==> src/rtl/shifter_lfsr_multimode.sv <==
// -----------------------------------------------------------------------------
// shifter_lfsr_multimode
//
// General-purpose LFSR engine. It runs in Fibonacci or Galois form, and the
// form is selected at runtime. It takes a runtime list of tap indices, and
// slots may be left unused. It remembers the loaded seed so that it can detect
// wrap-around. It flags the all-zero lock-up state. It can optionally measure
// the sequence period.
//
// Optional feature macro: SHIFTER_LFSR_PERIOD_COUNT_EN
//   defined   : the step counter, o_period and o_period_valid are implemented
//   undefined : the counter is removed, and o_period / o_period_valid read 0
//
// Ports
//   i_clk          clock
//   i_rst_n        synchronous active-low reset
//   i_enable       advance the LFSR one step this cycle
//   i_mode         0 = Fibonacci, 1 = Galois (left shift)
//   i_seed_load    load i_seed_data into the state and the seed register
//   i_seed_data    seed value
//   i_taps         TAP_COUNT tap indices; slot k is at [k*TAP_INDEX_WIDTH +: TAP_INDEX_WIDTH]
//                  value 1..WIDTH selects state bit value-1; 0 or >WIDTH is unused
//   o_lfsr_out     current state
//   o_lfsr_done    one-cycle pulse in the cycle the state returns to the seed
//   o_lockup       state is all zero (LOCKED)
//   o_period       steps measured for the last complete cycle
//   o_period_valid o_period holds a valid measurement
// -----------------------------------------------------------------------------
module shifter_lfsr_multimode #(
    parameter int unsigned WIDTH           = 8,
    parameter int unsigned TAP_INDEX_WIDTH = 12,
    parameter int unsigned TAP_COUNT       = 4,
    parameter int unsigned CNT_WIDTH       = 32
) (
    input  logic                                 i_clk,
    input  logic                                 i_rst_n,
    input  logic                                 i_enable,
    input  logic                                 i_mode,
    input  logic                                 i_seed_load,
    input  logic [WIDTH-1:0]                     i_seed_data,
    input  logic [TAP_COUNT*TAP_INDEX_WIDTH-1:0] i_taps,
    output logic [WIDTH-1:0]                     o_lfsr_out,
    output logic                                 o_lfsr_done,
    output logic                                 o_lockup,
    output logic [CNT_WIDTH-1:0]                 o_period,
    output logic                                 o_period_valid
);

    localparam int unsigned TIW  = TAP_INDEX_WIDTH;
    // The compare width leaves room for any WIDTH up to 64 as well as the full tap field.
    localparam int unsigned CMPW = TAP_INDEX_WIDTH + 8;

    typedef enum logic [1:0] {
        ST_IDLE   = 2'd0,
        ST_RUN    = 2'd1,
        ST_LOCKED = 2'd2
    } fsm_e;

    fsm_e             fsm_q, fsm_d;
    logic [WIDTH-1:0] state_q, state_d;
    logic [WIDTH-1:0] seed_q, seed_d;
    logic             done_q, done_d;
    logic             lockup_q, lockup_d;

`ifdef SHIFTER_LFSR_PERIOD_COUNT_EN
    logic [CNT_WIDTH-1:0] cnt_q, cnt_d;
    logic [CNT_WIDTH-1:0] period_q, period_d;
    logic                 valid_q, valid_d;
    logic [CNT_WIDTH-1:0] cnt_inc_c;
`endif

    logic [WIDTH-1:0] fib_mask_c;
    logic [WIDTH-1:0] gal_mask_c;
    logic             fib_fb_c;
    logic [WIDTH-1:0] fib_next_c;
    logic [WIDTH-1:0] gal_next_c;
    logic [WIDTH-1:0] step_next_c;

    // Decode the tap slots into per-bit masks.
    // A mask bit toggles once for every slot that names it, so duplicate taps
    // cancel in pairs in both forms. Unused values (0 or >WIDTH) never match a bit.
    // The Galois mask covers bits 1..WIDTH-1 only, because tap WIDTH is implied there.
    always_comb begin
        fib_mask_c = '0;
        gal_mask_c = '0;
        for (int k = 0; k < int'(TAP_COUNT); k++) begin
            for (int j = 0; j < int'(WIDTH); j++) begin
                if (CMPW'(i_taps[k*TIW +: TIW]) == CMPW'(j + 1)) begin
                    fib_mask_c[j] = ~fib_mask_c[j];
                end
                if ((j != 0) && (CMPW'(i_taps[k*TIW +: TIW]) == CMPW'(j))) begin
                    gal_mask_c[j] = ~gal_mask_c[j];
                end
            end
        end
    end

    // Fibonacci form: the XOR of the tapped bits is shifted in at bit 0.
    assign fib_fb_c   = ^(state_q & fib_mask_c);
    assign fib_next_c = {state_q[WIDTH-2:0], fib_fb_c};

    // Galois form: rotate left, and when the outgoing msb is set, XOR it into the tapped bits.
    assign gal_next_c = {state_q[WIDTH-2:0], state_q[WIDTH-1]}
                      ^ ({WIDTH{state_q[WIDTH-1]}} & gal_mask_c);

    assign step_next_c = i_mode ? gal_next_c : fib_next_c;

`ifdef SHIFTER_LFSR_PERIOD_COUNT_EN
    // Saturating increment of the step counter.
    assign cnt_inc_c = (cnt_q == '1) ? cnt_q : cnt_q + CNT_WIDTH'(1);
`endif

    // Next-state logic and output logic.
    // Priority: seed_load wins over enable. Reset is handled in the register process.
    always_comb begin
        fsm_d    = fsm_q;
        state_d  = state_q;
        seed_d   = seed_q;
        done_d   = 1'b0;
        lockup_d = lockup_q;
`ifdef SHIFTER_LFSR_PERIOD_COUNT_EN
        cnt_d    = cnt_q;
        period_d = period_q;
        valid_d  = valid_q;
`endif

        if (i_seed_load) begin
            state_d = i_seed_data;
            seed_d  = i_seed_data;
            fsm_d   = (i_seed_data == '0) ? ST_LOCKED : ST_RUN;
`ifdef SHIFTER_LFSR_PERIOD_COUNT_EN
            cnt_d   = '0;
            valid_d = 1'b0;
`endif
        end else if (i_enable && (fsm_q != ST_LOCKED)) begin
            state_d = step_next_c;
            if (step_next_c == '0) begin
                // The taps have driven the state to zero, which is a lock-up.
                fsm_d = ST_LOCKED;
            end else if (fsm_q == ST_RUN) begin
                if (step_next_c == seed_q) begin
                    done_d   = 1'b1;
`ifdef SHIFTER_LFSR_PERIOD_COUNT_EN
                    period_d = cnt_inc_c;
                    valid_d  = 1'b1;
                    cnt_d    = '0;
`endif
                end else begin
`ifdef SHIFTER_LFSR_PERIOD_COUNT_EN
                    cnt_d = cnt_inc_c;
`endif
                end
            end
        end

        lockup_d = (fsm_d == ST_LOCKED);
    end

    // State registers with synchronous active-low reset.
    always_ff @(posedge i_clk) begin
        if (!i_rst_n) begin
            fsm_q    <= ST_IDLE;
            state_q  <= '1;
            seed_q   <= '1;
            done_q   <= 1'b0;
            lockup_q <= 1'b0;
`ifdef SHIFTER_LFSR_PERIOD_COUNT_EN
            cnt_q    <= '0;
            period_q <= '0;
            valid_q  <= 1'b0;
`endif
        end else begin
            fsm_q    <= fsm_d;
            state_q  <= state_d;
            seed_q   <= seed_d;
            done_q   <= done_d;
            lockup_q <= lockup_d;
`ifdef SHIFTER_LFSR_PERIOD_COUNT_EN
            cnt_q    <= cnt_d;
            period_q <= period_d;
            valid_q  <= valid_d;
`endif
        end
    end

    assign o_lfsr_out  = state_q;
    assign o_lfsr_done = done_q;
    assign o_lockup    = lockup_q;

`ifdef SHIFTER_LFSR_PERIOD_COUNT_EN
    assign o_period       = period_q;
    assign o_period_valid = valid_q;
`else
    assign o_period       = '0;
    assign o_period_valid = 1'b0;
`endif

endmodule

==> config.mk <==
export PLATFORM = sky130hd
export DESIGN_NAME = shifter_lfsr_multimode
export DESIGN_NICKNAME = d
export VERILOG_FILES = /design/src/rtl/shifter_lfsr_multimode.sv
export SDC_FILE = /design/constraint.sdc
export NUM_CORES = 1
export LEC_CHECK = 0
export CAP_MARGIN = 20
export CORE_MARGIN = 2
export CORE_UTILIZATION = 45
export CTS_BUF_LIST = sky130_fd_sc_hd__clkbuf_8
export DETAILED_ROUTE_END_ITERATION = 16
export PLACE_DENSITY_LB_ADDON = 0.12
export SYNTH_ARGS = -nofsm -noshare
export SYNTH_HDL_FRONTEND = slang
export SYNTH_SLANG_ARGS = --single-unit
==> constraint.sdc <==
create_clock -name i_clk -period 9.45 [get_ports i_clk]
set_input_delay 1.4175 -clock i_clk [delete_from_list [all_inputs] [get_ports i_clk]]
set_output_delay 1.4175 -clock i_clk [all_outputs]
set_load 0.005 [all_outputs]
; After elaboration in Yosys (flattened, before gate mapping)
; Cells that the tools add are included.
[classes]
eq_ne = 36
mux = 40
n_bitwise = 30
reduce_logical = 6
[op_table]
columns = cell, n
row1 = "12-bit by 3-bit == test with 1-bit output, second input constant", 16
row2 = "12-bit by 2-bit == test with 1-bit output, second input constant", 8
row3 = "12-bit by 1-bit == test with 1-bit output, second input constant", 4
row4 = "12-bit by 4-bit == test with 1-bit output, second input constant", 4
row5 = 1-bit 2-to-1 mux, 33
row6 = 1-bit inverter, 27
row7 = 8-bit 2-to-1 mux, 3
row8 = 8-bit bitwise AND, 2
row9 = 8-bit logical NOT, 2
row10 = 8-bit == test, 1
row11 = 2-bit 2-to-1 mux, 4
row12 = 8-bit parity, 1
row13 = 8-bit XOR, 1
row14 = 5-bit OR reduction, 1
row15 = "2-bit by 1-bit == test with 1-bit output, second input constant", 1
row16 = "2-bit == test, second input constant", 1
row17 = "2-bit inequality test, second input constant", 1
row18 = 2-bit nonzero test, 1
row19 = 1-bit logical AND, 1
[totals]
ff_bits = 20
out_inout_bits = 43
wordCells = 117

; Depth between registers and ports, before layout
[logic_depth]
word_depth = 16
ltp_mapped = 10
mapped_depth_nobuf = 10

; Worst setup path before layout
; Ideal clock, no wire load.
[synth_timing]
kind = input to register
start = in i_taps[17]
end = reg fsm_q[1]
setup_ns = 0.115
arrival_ns = 4.060
required_time_ns = 9.335
path_slack_ns = 5.276
stages = 10
n_path_buf = 0
cell_sequence = or4_4 > nor4_1 > xnor2_1 > xnor2_1 > a211o_1 > a211o_1 > a211o_1 > a31o_1 > a41o_1 > o21ba_1
[synth_via]
elab_chain_cells = 13
[synth_lines]
columns = element, line
row1 = start: declaration, 41  ; input logic [TAP_COUNT*TAP_INDEX_WIDTH-1:0] i_taps,
row2 = 12-bit by 1-bit == test with 1-bit output (tied with other cells), "88, 91"
row3 = "1-bit 2-to-1 mux, on equally long branches", "88, 91"
row4 = "1-bit inverter, on equally long branches", "89, 92"
row5 = "1-bit 2-to-1 mux, on equally long branches", "88, 91"
row6 = "1-bit inverter, on equally long branches", "89, 92"
row7 = "1-bit 2-to-1 mux, on equally long branches", "88, 91"
row8 = "8-bit bitwise AND, on equally long branches", "99, 104"
row9 = 8-bit parity / 8-bit XOR (equally long branches), "99, 104"
row10 = 8-bit 2-to-1 mux (*), 106  ; assign step_next_c = i_mode ? gal_next_c : fib_next_c;
row11 = 8-bit logical NOT (*), 137  ; if (step_next_c == '0) begin
row12 = 2-bit 2-to-1 mux (*), 137
row13 = 2-bit 2-to-1 mux (*), 135  ; end else if (i_enable && (fsm_q != ST_LOCKED)) begin
row14 = 2-bit 2-to-1 mux (*), 127  ; if (i_seed_load) begin
row15 = end signal: assignment, 173  ; fsm_q <= fsm_d;
row16 = end: declaration, 59  ; fsm_e fsm_q, fsm_d;
; Every way passes the cells marked *; elsewhere a longest branch is shown, timed or not.
; A chain may end at the register's enable or synchronous reset.

; Final worst setup path
[layout_timing]
start = in i_taps[45]
end = reg fsm_q[1]
[layout_via]
elab_chain_cells = 9
[layout_lines]
columns = element, line
row1 = 12-bit by 1-bit == test with 1-bit output (tied with other cells), "88, 91"
row2 = "1-bit 2-to-1 mux, on equally long branches", "88, 91"
row3 = "8-bit bitwise AND, on equally long branches", "99, 104"
row4 = 8-bit parity / 8-bit XOR (equally long branches), "99, 104"
row5 = 8-bit 2-to-1 mux (*), 106
row6 = 8-bit logical NOT (*), 137
row7 = 2-bit 2-to-1 mux (*), 137
row8 = 2-bit 2-to-1 mux (*), 135
row9 = 2-bit 2-to-1 mux (*), 127
; Marks and branches as above.

==> impl_summary.md <==
Status
The run finished with clean final reports.

Finish
The final antenna diode count is 0. The area of combinational cells with multiple inputs is 1450 sq um. In the layout the commonest cells are 70 x sky130_fd_sc_hd__clkdlybuf4s50_1, 33 x sky130_fd_sc_hd__conb_1, 30 x sky130_fd_sc_hd__nand4_1, 30 x sky130_fd_sc_hd__xnor2_1, 20 x sky130_fd_sc_hd__dfxtp_1. Summing all flip-flop and latch instances after layout gives 400 sq um. The number of fillers in the final layout is 406. In the final layout, the share of cells above drive strength 1 is 0.0462. The final standard cell utilization of the core is 0.622.

The most frequent standard cell in the layout excluding fill and tap cells is sky130_fd_sc_hd__clkdlybuf4s50_1. The non-filler instance count after layout is 377. The final-stage net count is 387. Compared with the post-synthesis result, the final layout area differs by 33.1%.

Timing
The final hold violation count is 0. The worst path meets setup with 4.89 ns of slack. Setup repair after global routing left no endpoint under its margin. The transition time of the tightest slew-check pin is 0.800 ns. Setup violations remaining at the end of the flow were counted as 0.

The post-route setup TNS is 0 ns. Clock skew on the completed layout was measured at 0.00642 ns. The post-route worst hold slack is 0.470 ns. The worst path needs 4.56 ns of the cycle, external delays included. The final max-slew violation count is 0.

In the finished design, the share of the clock period the worst path needs comes to 0.482. Derived from the worst setup path, the maximum achievable clock frequency is 219 MHz. The worst max-slew margin expressed relative to the limit is 0.465.

Global route
Entering global routing, the biggest net connects 28 pins. The first-pass GRT wire length is 7960 um. For this run, the total global-route usage over all layers was measured as 0.189.

The global route total overflow is 0. The most used routing layer is met2. The global-route met2 utilization is 0.332. The number of antenna violations at the first check in global routing is 0.

The met1 usage is 0.242. For this run, global-route usage on met3 was measured as 0.0225. The via count of the first global-routing pass was 1836.

Logic synthesis
The prevailing post-synth register cell is sky130_fd_sc_hd__dfxtp_1. After synthesis, the cell types taking the most area are sky130_fd_sc_hd__dfxtp_1 20%, sky130_fd_sc_hd__xnor2_1 13%, sky130_fd_sc_hd__buf_4 12%, sky130_fd_sc_hd__nand4_1 9.2%, sky130_fd_sc_hd__mux2i_1 3.9%. The number of different library cells used by synthesis comes to 40. The post-synthesis cell type with the largest combined area is sky130_fd_sc_hd__dfxtp_1. In the synthesized netlist, the number of instances is 256. Of the post-synthesis cell area, the dominant cell type holds 0.195. During synthesis, Yosys emitted a total of 0 warnings. The synthesized design contains 20 register bits. The sequential cell area fraction in the yosys report is 0.195. The post-synthesis cell area is 2050 sq um.

After synthesis, the share of flip-flops with an asynchronous set or reset is 0. The mean cell area of the mapped netlist is 8.01 sq um. Counting flops with a built-in enable in the synthesized netlist gives 0.

Worst setup path
The setup slack of the most critical reg-to-reg path is 7.34 ns. The type of the worst setup path is input port to flop. The kind of launch point of the worst setup path is an input port. Of all nets on the critical path, the largest fanout is 8. The required time of the critical path is 9.61 ns. The arrival time of data at the critical path endpoint is 4.72 ns. The worst setup path is captured at a flop.

Routing
The number of remaining DRC errors is 0. The post-detailed-routing wire length is 4710 um. The DRC violation total after the first TritonRoute iteration is 84.

The detail route stage leaves a number of antenna-violating nets equal to 0. In the final routed layout, each cell accounts on average for 12.5 um. The mean number of vias per cell is 5.16.

Detailed routing inserted a total of 1946 vias. Before antenna repair, the detailed router went through 4 iterations.

Power
The leakage dissipation is 1.06 nW. IR analysis of the VDD net gives a maximum drop of 0.0000449 V. Dividing total power by cell area gives a power density of 84.8 nW/um^2.

Die
The die area is 5110 sq um. Measured along the x axis, the die boundary spans 71.5 um. For this configuration, the core starts out at a cell density of 0.468.

In this run the count of I/O pins placed on the die edge is 104. The number of rows created at floorplan is 24. The total core area is 4380 sq um.

The overall die height is 71.5 um.

Clock tree
Once the clock tree was built, the setup fixing pass inserted 0 buffers. TritonCTS built the clock tree. The H-tree depth is 1.

The clock slew at the register clock pins of the worst setup and hold paths is 0.07 ns. Hold repair after CTS inserted 0 buffers. The post-cts repair resize count is 0. The total clock buffers created by CTS is 3.

The longest clock path from root to sink contains 2 buffers. The number of clock sinks seen by CTS is 20. The master cell of the clock root buffer is sky130_fd_sc_hd__clkbuf_8. The insertion delay to the later sink of the worst-skew pair is 0.26 ns.

Placed design
The wire-length estimate of the detail-placed layout is 4090 um. The pre-CTS setup slack is 4.68 ns. During placement, the flow inserted port buffers numbering 70.

The placer's final routability congestion estimate is 0.860. The cell count after placement is 373.

Run
The max-capacitance violation count is 0.

Min path
The path category of the worst min-delay check is flop to flop.
flip-flops by register name, summed over array words and instances, names as in the netlist:
register,flops
seed_q,8
fsm_q,2
o_lockup,1
o_lfsr_out,8
o_lfsr_done,1
cell type report:
| type | instances | area share |
|---|---|---|
| Clock buffer | 4 | 0.0202 |
| Inverter | 15 | 0.0206 |
| Multi-Input combinational cell | 216 | 0.532 |
| Sequential cell | 20 | 0.147 |
| Tap cell | 52 | 0.0238 |
| Timing Repair Buffer | 70 | 0.257 |
final timing paths:
kind / start / endpoint / depth (start not counted)
setup / recovery: i_taps[45] / fsm_q[1] / 11
hold / removal: seed_q[5] / seed_q[5] / 2
setup reg to reg: o_lfsr_out[7] / fsm_q[1] / 6
hold reg to reg: seed_q[5] / seed_q[5] / 2
critical path, stage by stage:
cell,delay (ns)
sky130_fd_sc_hd__clkdlybuf4s50_1,0.41
sky130_fd_sc_hd__nor4_2,0.60
sky130_fd_sc_hd__nand4_1,0.20
sky130_fd_sc_hd__xnor2_1,0.21
sky130_fd_sc_hd__xnor3_1,0.47
sky130_fd_sc_hd__a211oi_1,0.33
sky130_fd_sc_hd__a211oi_1,0.11
sky130_fd_sc_hd__a211o_1,0.31
sky130_fd_sc_hd__a31o_1,0.26
sky130_fd_sc_hd__a41o_1,0.23
sky130_fd_sc_hd__o21ba_1,0.16
cells in the mapped netlist (all sizes together) (5+ instances only):
library cell  number
nand4             30
a21oi              8
nor2              11
xor2               6
nor2b             12
inv               14
a211o              5
buf               33
o21ai             15
xnor2             30
mux2i              8
nor4              14
dfxtp             20
cells by family (layout without fill, tap and decap cells):
kind of cell | count (synthesis) | after routing | share of synthesized area
multiplexers | 8 | 8 | 0.0390
flip-flops | 20 | 20 | 0.195
AND/OR/NAND/NOR | 94 | 94 | 0.300
other | 1 | 33 | 0.00183
buffers and inverters | 52 | 89 | 0.156
XOR/XNOR | 37 | 37 | 0.165
AO/OA/AOI/OAI | 44 | 44 | 0.143
power by group:
group / switching [mW] / internal, mW
Clock: 0.0268 / 0.0370
Sequential: 0.00545 / 0.0901
Combinational: 0.0312 / 0.0407
Total: 0.0635 / 0.168
per-layer routing:
metal  routed length, um  vias up
met5                   0        -
met4                  58        0
met3                 314        6
met2                2350       72
met1                1980      855
li1                    -     1013
metrics by stage:
| step | area, sq um | power, mW |
|---|---|---|
| 2_1_floorplan | 2170 | 0.138 |
| 3_3_place_gp | 2670 | 0.168 |
| 3_5_place_dp | 2670 | 0.169 |
| 4_1_cts | 2730 | 0.234 |
| 5_1_grt | 2730 | 0.246 |
| 6_report | 2730 | 0.231 |
Power figures use the tool's default switching activity.
